===== src/rtl/klein_pkg.sv =====
// Purpose : shared types and constants for the KLEIN-64 stream sequencer.
// Latency : n/a (package only).
// Backpressure : n/a.
// Contents: FSM state encoding, block width, mode-register bit positions, default watchdog limit.
package klein_pkg;

    localparam int BLOCK_W         = 64;
    localparam int DEFAULT_TIMEOUT = 64;

    // Bit positions inside the latched mode register.
    localparam int MODE_ENC_BIT = 0;
    localparam int MODE_CBC_BIT = 1;

    typedef enum logic [2:0] {
        ST_UNKEYED = 3'd0,
        ST_KINIT   = 3'd1,
        ST_KWAIT   = 3'd2,
        ST_READY   = 3'd3,
        ST_ISSUE   = 3'd4,
        ST_BWAIT   = 3'd5
    } state_t;

endpackage


===== src/rtl/klein_cbc_chain.sv =====
// Purpose : CBC chaining register plus the pre-core / post-core XOR selection.
// Latency : combinational core_in/result; chain updates on the clock edge.
// Backpressure : none; the controller decides when load_iv/update fire.
// Ports: clk/reset_n; load_iv+iv reload the chain; update advances it after a block;
//        encdec/cbc select the mode; in_block/saved_in/core_out are the data taps;
//        core_in feeds the core, result is the final output block.
module klein_cbc_chain
    import klein_pkg::*;
(
    input  logic               clk,
    input  logic               reset_n,
    input  logic               load_iv,
    input  logic [BLOCK_W-1:0] iv,
    input  logic               update,
    input  logic               encdec,
    input  logic               cbc,
    input  logic [BLOCK_W-1:0] in_block,
    input  logic [BLOCK_W-1:0] saved_in,
    input  logic [BLOCK_W-1:0] core_out,
    output logic [BLOCK_W-1:0] core_in,
    output logic [BLOCK_W-1:0] result
);

    logic [BLOCK_W-1:0] chain;

    // Encrypt chains on ciphertext (core output); decrypt chains on the
    // ciphertext that was fed in, which the controller keeps in saved_in.
    always_ff @(posedge clk) begin
        if (!reset_n) begin
            chain <= '0;
        end else if (load_iv) begin
            chain <= iv;
        end else if (update && cbc) begin
            chain <= encdec ? core_out : saved_in;
        end
    end

    always_comb begin
        core_in = in_block;
        if (cbc && encdec) begin
            core_in = in_block ^ chain;
        end
    end

    always_comb begin
        result = core_out;
        if (cbc && !encdec) begin
            result = core_out ^ chain;
        end
    end

endmodule


===== src/rtl/klein_stream_ctrl.sv =====
// Purpose : sequences one KLEIN-64 core over a block stream (key init, ECB/CBC, watchdog).
// Latency : 2 + core latency + 1 cycles per block; one block in flight at a time.
// Backpressure : a held result blocks new input and config until iout_ready consumes it.
// Ports: icfg_* config handshake; iin_*/oin_ready input stream; oout_*/iout_ready result;
//        ocore_*/icore_* core interface; obusy/oerror/oblk_count status.
module klein_stream_ctrl
    import klein_pkg::*;
#(
    parameter int TIMEOUT = DEFAULT_TIMEOUT,
    parameter int CNT_W   = 16
) (
    input  logic               iclk,
    input  logic               ireset_n,
    input  logic               icfg_valid,
    output logic               ocfg_ready,
    input  logic [BLOCK_W-1:0] icfg_key,
    input  logic [BLOCK_W-1:0] icfg_iv,
    input  logic               icfg_encdec,
    input  logic               icfg_cbc,
    input  logic               iin_valid,
    output logic               oin_ready,
    input  logic [BLOCK_W-1:0] iin_block,
    output logic               oout_valid,
    input  logic               iout_ready,
    output logic [BLOCK_W-1:0] oout_block,
    output logic               ocore_init,
    output logic               ocore_next,
    output logic               ocore_encdec,
    output logic [BLOCK_W-1:0] ocore_key,
    output logic [BLOCK_W-1:0] ocore_block,
    input  logic               icore_ready,
    input  logic               icore_result_valid,
    input  logic [BLOCK_W-1:0] icore_block,
    output logic               obusy,
    output logic               oerror,
    output logic [CNT_W-1:0]   oblk_count
);

    localparam int WD_W = $clog2(TIMEOUT + 1);

    state_t             state, state_nxt;
    logic [WD_W-1:0]    wdog;
    logic [1:0]         mode;
    logic [BLOCK_W-1:0] saved_in;
    logic [BLOCK_W-1:0] chain_core_in;
    logic [BLOCK_W-1:0] chain_result;
    logic               cfg_acc;
    logic               in_acc;
    logic               core_done;
    logic               wd_expire;

    assign cfg_acc      = icfg_valid && ocfg_ready;
    assign in_acc       = iin_valid && oin_ready;
    assign ocore_encdec = mode[MODE_ENC_BIT];
    assign obusy        = !(state == ST_UNKEYED || state == ST_READY) || oout_valid;

    klein_cbc_chain u_chain (
        .clk      (iclk),
        .reset_n  (ireset_n),
        .load_iv  (cfg_acc),
        .iv       (icfg_iv),
        .update   (core_done),
        .encdec   (mode[MODE_ENC_BIT]),
        .cbc      (mode[MODE_CBC_BIT]),
        .in_block (iin_block),
        .saved_in (saved_in),
        .core_out (icore_block),
        .core_in  (chain_core_in),
        .result   (chain_result)
    );

    // Readies are gated by reset so nothing appears accepted while reset is held.
    always_comb begin
        state_nxt  = state;
        ocfg_ready = 1'b0;
        oin_ready  = 1'b0;
        ocore_init = 1'b0;
        ocore_next = 1'b0;
        core_done  = 1'b0;
        wd_expire  = 1'b0;
        case (state)
            ST_UNKEYED: begin
                ocfg_ready = ireset_n && !oout_valid;
                if (icfg_valid && ocfg_ready) state_nxt = ST_KINIT;
            end
            ST_KINIT: begin
                ocore_init = 1'b1;
                state_nxt  = ST_KWAIT;
            end
            ST_KWAIT: begin
                if (icore_ready) begin
                    state_nxt = ST_READY;
                end else if (wdog == WD_W'(TIMEOUT - 1)) begin
                    wd_expire = 1'b1;
                    state_nxt = ST_UNKEYED;
                end
            end
            ST_READY: begin
                ocfg_ready = ireset_n && !oout_valid;
                // Config has priority over data offered in the same cycle.
                oin_ready  = ireset_n && !oout_valid && !icfg_valid;
                if (icfg_valid && ocfg_ready) begin
                    state_nxt = ST_KINIT;
                end else if (iin_valid && oin_ready) begin
                    state_nxt = ST_ISSUE;
                end
            end
            ST_ISSUE: begin
                ocore_next = 1'b1;
                state_nxt  = ST_BWAIT;
            end
            ST_BWAIT: begin
                if (icore_ready && icore_result_valid) begin
                    core_done = 1'b1;
                    state_nxt = ST_READY;
                end else if (wdog == WD_W'(TIMEOUT - 1)) begin
                    wd_expire = 1'b1;
                    state_nxt = ST_UNKEYED;
                end
            end
            default: state_nxt = ST_UNKEYED;
        endcase
    end

    always_ff @(posedge iclk) begin
        if (!ireset_n) begin
            state       <= ST_UNKEYED;
            wdog        <= '0;
            mode        <= '0;
            ocore_key   <= '0;
            ocore_block <= '0;
            saved_in    <= '0;
            oout_valid  <= 1'b0;
            oout_block  <= '0;
            oerror      <= 1'b0;
            oblk_count  <= '0;
        end else begin
            state <= state_nxt;

            if (cfg_acc) begin
                ocore_key          <= icfg_key;
                mode[MODE_ENC_BIT] <= icfg_encdec;
                mode[MODE_CBC_BIT] <= icfg_cbc;
                oblk_count         <= '0;
                oerror             <= 1'b0;
            end

            if (state == ST_KINIT || state == ST_ISSUE) begin
                wdog <= '0;
            end else if (state == ST_KWAIT || state == ST_BWAIT) begin
                wdog <= wdog + WD_W'(1);
            end

            if (in_acc) begin
                ocore_block <= chain_core_in;
                saved_in    <= iin_block;
            end

            // A result can only complete while no output is pending.
            if (core_done) begin
                oout_block <= chain_result;
                oout_valid <= 1'b1;
                oblk_count <= oblk_count + CNT_W'(1);
            end else if (oout_valid && iout_ready) begin
                oout_valid <= 1'b0;
            end

            if (wd_expire) oerror <= 1'b1;
        end
    end

endmodule


===== config.mk =====
export PLATFORM = sky130hd
export DESIGN_NAME = klein_stream_ctrl
export DESIGN_NICKNAME = d
export VERILOG_FILES = /design/src/rtl/klein_pkg.sv /design/src/rtl/klein_cbc_chain.sv /design/src/rtl/klein_stream_ctrl.sv
export SDC_FILE = /design/constraint.sdc
export NUM_CORES = 1
export LEC_CHECK = 0
export CORE_ASPECT_RATIO = 0.8
export CORE_MARGIN = 1.5
export CORE_UTILIZATION = 45
export DETAILED_ROUTE_END_ITERATION = 8
export GPL_ROUTABILITY_DRIVEN = 0
export GPL_TIMING_DRIVEN = 0
export PLACE_DENSITY = 0.75
export SETUP_SLACK_MARGIN = 0.2
export SLEW_MARGIN = 20
export SYNTH_ARGS = -nofsm -noshare
export SYNTH_HDL_FRONTEND = slang
export SYNTH_HIERARCHICAL = 1
export SYNTH_SLANG_ARGS = --single-unit

===== constraint.sdc =====
create_clock -name iclk -period 2.6 [get_ports iclk]
set_input_delay 0.39 -clock iclk [delete_from_list [all_inputs] [get_ports iclk]]
set_output_delay 0.39 -clock iclk [all_outputs]
set_load 0.01 [all_outputs]

==> impl_metrics.yaml, run 1 <==
synth:
  async_reset_ff_share_pct: 0
  synth_top_area_share_pct: 44.4
  syn_nets: 2075
  yosysSeqAreaShare_pct: 44.4
  yosysWarnings: 6
  synthCells: 1808
  yosysUniqueCellTypes: 56
  avgSynthCellArea_sq_um: 8.73
  ys_seq_elements: 350
  synth_top_area_cell: "dfxtp_1"
  syn_area_sq_um: 15800
  yosys-top-cells-area: "dfxtp_1 44%, nand2_1 9.6%, mux2i_1 8.3%"
  synth_edf_count: 0
  synth-main-ff-cell: "dfxtp_1"
timing:
  period_minus_slack_ps: 2320
  fmax_mhz: 430
  slew_headroom_pct: 38.1
  tightest_slew_ps: 928
  setup_viol: 0
  rsz0062_at_grt: "yes"
  finalWorstSetupSlack_ps: 277
  clock_skew_ps: 12.6
  layout_worst_path_cycle_share_pct: 89.4
  hold_viol: 0
  final-max-slew-violation-count: 0
  setup_tns_ps: 0
critical_path:
  cp.required_ps: 2210
  crit_start: "ireset_n"
  rr_startpoint: "state[1]"
  worstPathArrival_ps: 1930
  path_class: "in2out"
  r2r_end: "u_chain/chain[6]"
  setup.worst_path.start_class: "input port"
  worstSetupEndpoint: "oin_ready"
  critPathMaxFanout: 10
  end_kind: "primary output"
  reg2reg_setup_slack_ps: 280
  worstRegToRegCells: 10
grt:
  grt_pass1_vias: 15000
  globalRouteOverflowTotal: 0
  track_usage_pct: 30.8
  grt_first_pass_wirelength_mm: 85.9
  antenna_found_initial: 4
  grt_max_degree: 14
die:
  die_area_sq_um: 36200
  row_count: 61
  die_x_um: 212
  num_io_pins: 481
  core_area_sq_um: 34700
  start_util_pct: 45.6
  fp.dieH_um: 171
placed_design:
  place_inst: 2760
  pre_cts_slack_ps: -1100
  place_hpwl_mm: 43.0
  port_buffers: 480
detailed_routing:
  postRouteAntennaNets: 0
  drt_iter0_drc: 1056
  drt_wl_total_mm: 57.1
  dr.pass1.iters: 5
  wl_per_cell_um: 20.2
  vias_per_cell: 5.33
  drc: 0
  num_vias: 15100
power_and_ir_drop:
  power_density_nw_per_um2: 594
  vdd_drop_max_uv: 398
  leakage_nw: 9.41
  power.total_w: 0.0134
clocking:
  htree_levels: 2
  clk_pin_slew_worst_paths_ps: 60
  cts_sinks: 350
  cts_tree: "done"
  holdBufCountCts: 0
  numCtsBuffers: 38
  worstSkewPairLatency_ps: 530
  cts_root_buf: "clkbuf_16"
  cts.path.max_buffers: 3
finish:
  fin_nets: 2596
  instances_no_fill: 2831
  area_growth_pct: 43.3
  final_cell_mix: "476 x clkdlybuf4s50_1, 404 x nand2_1, 349 x dfxtp_1, 146 x nor2_1, 139 x a21oi_1"
  final_common_cell: "clkdlybuf4s50_1"
  fin_util_pct: 65.3
  drive_gt1_share_pct: 7.39
job:
  cap_violations: 0
run_status:
  status: "finished clean"
hold_path:
  min_path_type: "in2reg"
==> critical path, cell delays in order <==
cell	delay (ps)
dlygate4sd2_1	360
buf_4	240
clkbuf_4	230
and3_1	170
clkdlybuf4s50_1	550
==> synth_stat cells, types with 6 or more instances <==
| cell | instances |
|---|---|
| nand2_1 | 405 |
| dfxtp_1 | 350 |
| nor2_1 | 146 |
| a21oi_1 | 139 |
| xnor2_1 | 132 |
| mux2i_1 | 131 |
| nand2b_1 | 68 |
| a32o_1 | 65 |
| a211o_1 | 64 |
| buf_2 | 55 |
| nor2b_1 | 47 |
| clkbuf_1 | 45 |
| buf_4 | 24 |
| and2b_1 | 21 |
| nand3_1 | 9 |
| buf_6 | 8 |
| nand4_1 | 8 |
| o21ai_0 | 7 |
| xor2_1 | 7 |
| and3_1 | 6 |
| buf_1 | 6 |
==> cell type report <==
type	count	area (sq um)
Multi-Input combinational cell	1314	8030
Sequential cell	350	7010
Clock buffer	60	1200
Antenna cell	4	10.0
Clock inverter	6	109
Tap cell	472	591
Buffer	138	831
Fill cell	2964	12000
Timing Repair Buffer	481	4810
Inverter	6	22.5
==> layer usage <==
layer / vias to the layer above / part of all wire [%] / track usage, %
li1: 7142 / - / -
met1: 7189 / 42 / 39.0
met2: 633 / 46 / 49.4
met3: 125 / 8.3 / 7.20
met4: 2 / 4.4 / 14.8
met5: - / 0.019 / 0
==> flip-flops by register name (all words and copies together), names as in the netlist <==
register	count
ocore_block	64
u_chain/chain	64
ocore_key	64
oblk_count	16
state	3
wdog	7
oout_valid	1
mode	2
oerror	1
oout_block	64
saved_in	64
==> report_power, final <==
group	internal (W)	total [W]	switching (W)
Combinational	0.00105	0.00213	0.00107
Sequential	0.00553	0.00564	0.000113
Clock	0.00345	0.00566	0.00220
==> logic make-up after synthesis <==
| logic type | count (synthesis) | synth area share [%] |
|---|---|---|
| adders and majority gates | 2 | 0.159 |
| buffers and inverters | 144 | 4.81 |
| and+or+nand+nor | 743 | 21.1 |
| muxes | 132 | 8.38 |
| DFF | 350 | 44.4 |
| xor gates and xnor gates | 139 | 7.71 |
| AOI/OAI and AO/OA | 298 | 13.5 |
==> how the worst min path moves through the flow <==
stage	start	end	slack, ps	cells past startpoint
floorplan	wdog[1]	wdog[1]	440	2
global placement	ocore_key[56]	ocore_key[56]	440	2
detailed placement	ocore_key[56]	ocore_key[56]	450	2
CTS	icfg_key[38]	ocore_key[38]	390	3
global route	icore_ready	state[1]	350	3
finish	icore_ready	state[1]	320	3
==> repair_timing <==
action,4_1_cts,5_1_grt
resized for setup,40,18
pin swaps,0,1
endpoints found under the setup margin,68,64
buffers inserted,0,1
==> metrics by stage <==
| stage | hold WS [ps] | cell area (sq um) |
|---|---|---|
| floorplan | 444 | 15800 |
| global placement | 442 | 21200 |
| detailed placement | 445 | 21200 |
| CTS | 388 | 22600 |
| global route | 346 | 22600 |
| finish | 320 | 22600 |
Power figures use the tool's default switching activity.
==> run 2, diff against run 1 <==
SLEW_MARGIN = 10   (was 20)
==> results of run 2 <==
The final DEF is identical to that of run 1; final timing and power are the same.
==> patch, RTL diff (flow settings as in run 1) <==
Reset style: asynchronous (`ireset_n` and `reset_n`), changed in 2 clocked blocks.
--- a/src/rtl/klein_cbc_chain.sv
+++ b/src/rtl/klein_cbc_chain.sv
@@ -25,7 +25,7 @@
 
     // Encrypt chains on ciphertext (core output); decrypt chains on the
     // ciphertext that was fed in, which the controller keeps in saved_in.
-    always_ff @(posedge clk) begin
+    always_ff @(posedge clk or negedge reset_n) begin
         if (!reset_n) begin
             chain <= '0;
         end else if (load_iv) begin
--- a/src/rtl/klein_stream_ctrl.sv
+++ b/src/rtl/klein_stream_ctrl.sv
@@ -122,7 +122,7 @@
         endcase
     end
 
-    always_ff @(posedge iclk) begin
+    always_ff @(posedge iclk or negedge ireset_n) begin
         if (!ireset_n) begin
             state       <= ST_UNKEYED;
             wdog        <= '0;
Check against the original RTL: differs if ireset_n is asserted again (counterexample within 4 cycles, from zero or initial values and one cycle with ireset_n low); with ireset_n held inactive, the same outputs for 4 cycles.
==> patch against run 1 <==
- the flow now finishes with violations (hold timing)
- cell count fell by 1.4%
- sequential cell count did not move
- global-route usage fell by 1.8 points
- count of clock-buffer cells in the layout rose by 7
- wire length rose by 1.5%
- cell area rose by 9.1%
- area after synthesis rose by 11%
- worst setup slack improved by 0.0055 ns
- die area rose by 10%
- maximum frequency rose by 0.24%
- first-iteration DRC count rose by 1.8%
- critical path type is now flip-flop to flip-flop
- critical endpoint is now u_chain/chain[46]
Power is not compared: it rests on default switching activity, and its combinational part moved more than twofold at a synthesized area within 25%.
==> patch: results <==
[synthesis]
synth-seq-area-share_pct = 50.2
post_synth_main_area_contributors = dfrtp_1 (50%), nand2_1 (13%), mux2_2 (6.8%)
yosys.area_share.xor_xnor_pct = 6.58
synth_top_cells_by_count = nand2_1 (606), dfrtp_1 (350), xnor2_1 (130)
syn_avg_cell_area_um2 = 10.2
mappedNetlistNets = 1983
synth-compound-area-share_pct = 11.3
async_reset_ff_share_pct = 100
synthAdderAreaFrac_pct = 0.143

[placed_design]
placed_cells_incl_taps = 2694
placed_cell_area_um2 = 23000
dpl_worst_slack_ns = -1.84
dp_hpwl_um = 41800

[global_route]
grt_max_degree = 96
grt_use_total_pct = 28.9
number_of_global_route_vias_before_repair = 15200
grt_pass1_wl_um = 88500

[timing]
fin_hold_ws_ns = -0.0124
timing.final.hold_violations = 18
finClkSkew_ns = 0.0118

[outcome]
violated_checks = hold timing
status = complete, but fails checks

[final_layout]
nets_finish = 2523
nNonClkInverters = 5
multi_input_cells = 1252
final.clkbuf_count = 67
layout-drive-gt1-share_pct = 17.8
clk_share_pct = 5.04
multi_input_gate_area_in_the_final_layout_um2 = 7970
final_design_area_no_fill_um2 = 24700
finalNonFillerCells = 2792

[critical_path]
crit_cells = 9
critical_path_end = u_chain/chain[46]
crit_path_start = state[1]
cp_slowest_stage_delay_ns = 0.40
critical_path.max_fanout = 11
worst-endpoint-arrival_ns = 2.72
crit_slowest_cell = or3_4

[detailed_routing]
drt_first_iter_violations = 1075

[worst_hold_path]
worst_min_delay_path_category = primary input to asynchronous set/reset pin

[floorplanning]
well_tap_count = 495

[clocking]
cts-buffers-inserted = 39
postCtsHoldBufs = 9
post_cts_resize_count = 50
-- patch: changes by cell type after synthesis, sizes merged, moves of 125 or more --
| cell | delta |
|---|---|
| nand2 | +201 |
| mux2 | +129 |
| dfrtp | +350 |
| a21oi | -126 |
| mux2i | -125 |
| dfxtp | -350 |
-- patch: worst reg2reg max path: cells and delay by family, from the launching register on --
family                 cells  cell delay (ns)
buffers and inverters      4             0.76
and+or+nand+nor            3             0.70
DFF                        1             0.37
AOI/OAI and AO/OA          2             0.37
-- patch: per-layer routing --
metal | up-vias | wire, um | global-route usage [%]
met3 | 137 | 4140 | 6.08
li1 | 6775 | - | -
met5 | - | 0 | 0
met1 | 7259 | 24600 | 38.3
met4 | 0 | 2630 | 13.0
met2 | 590 | 26500 | 46.0
-- patch: power by group through the flow --
stage,Clock (uW),Combinational (uW),Sequential (uW)
floorplan,0,5380,9800
global placement,0,10900,9330
detailed placement,0,11200,9400
CTS,5530,11400,9340
global route,5760,12200,9660
finish,5440,11400,9350
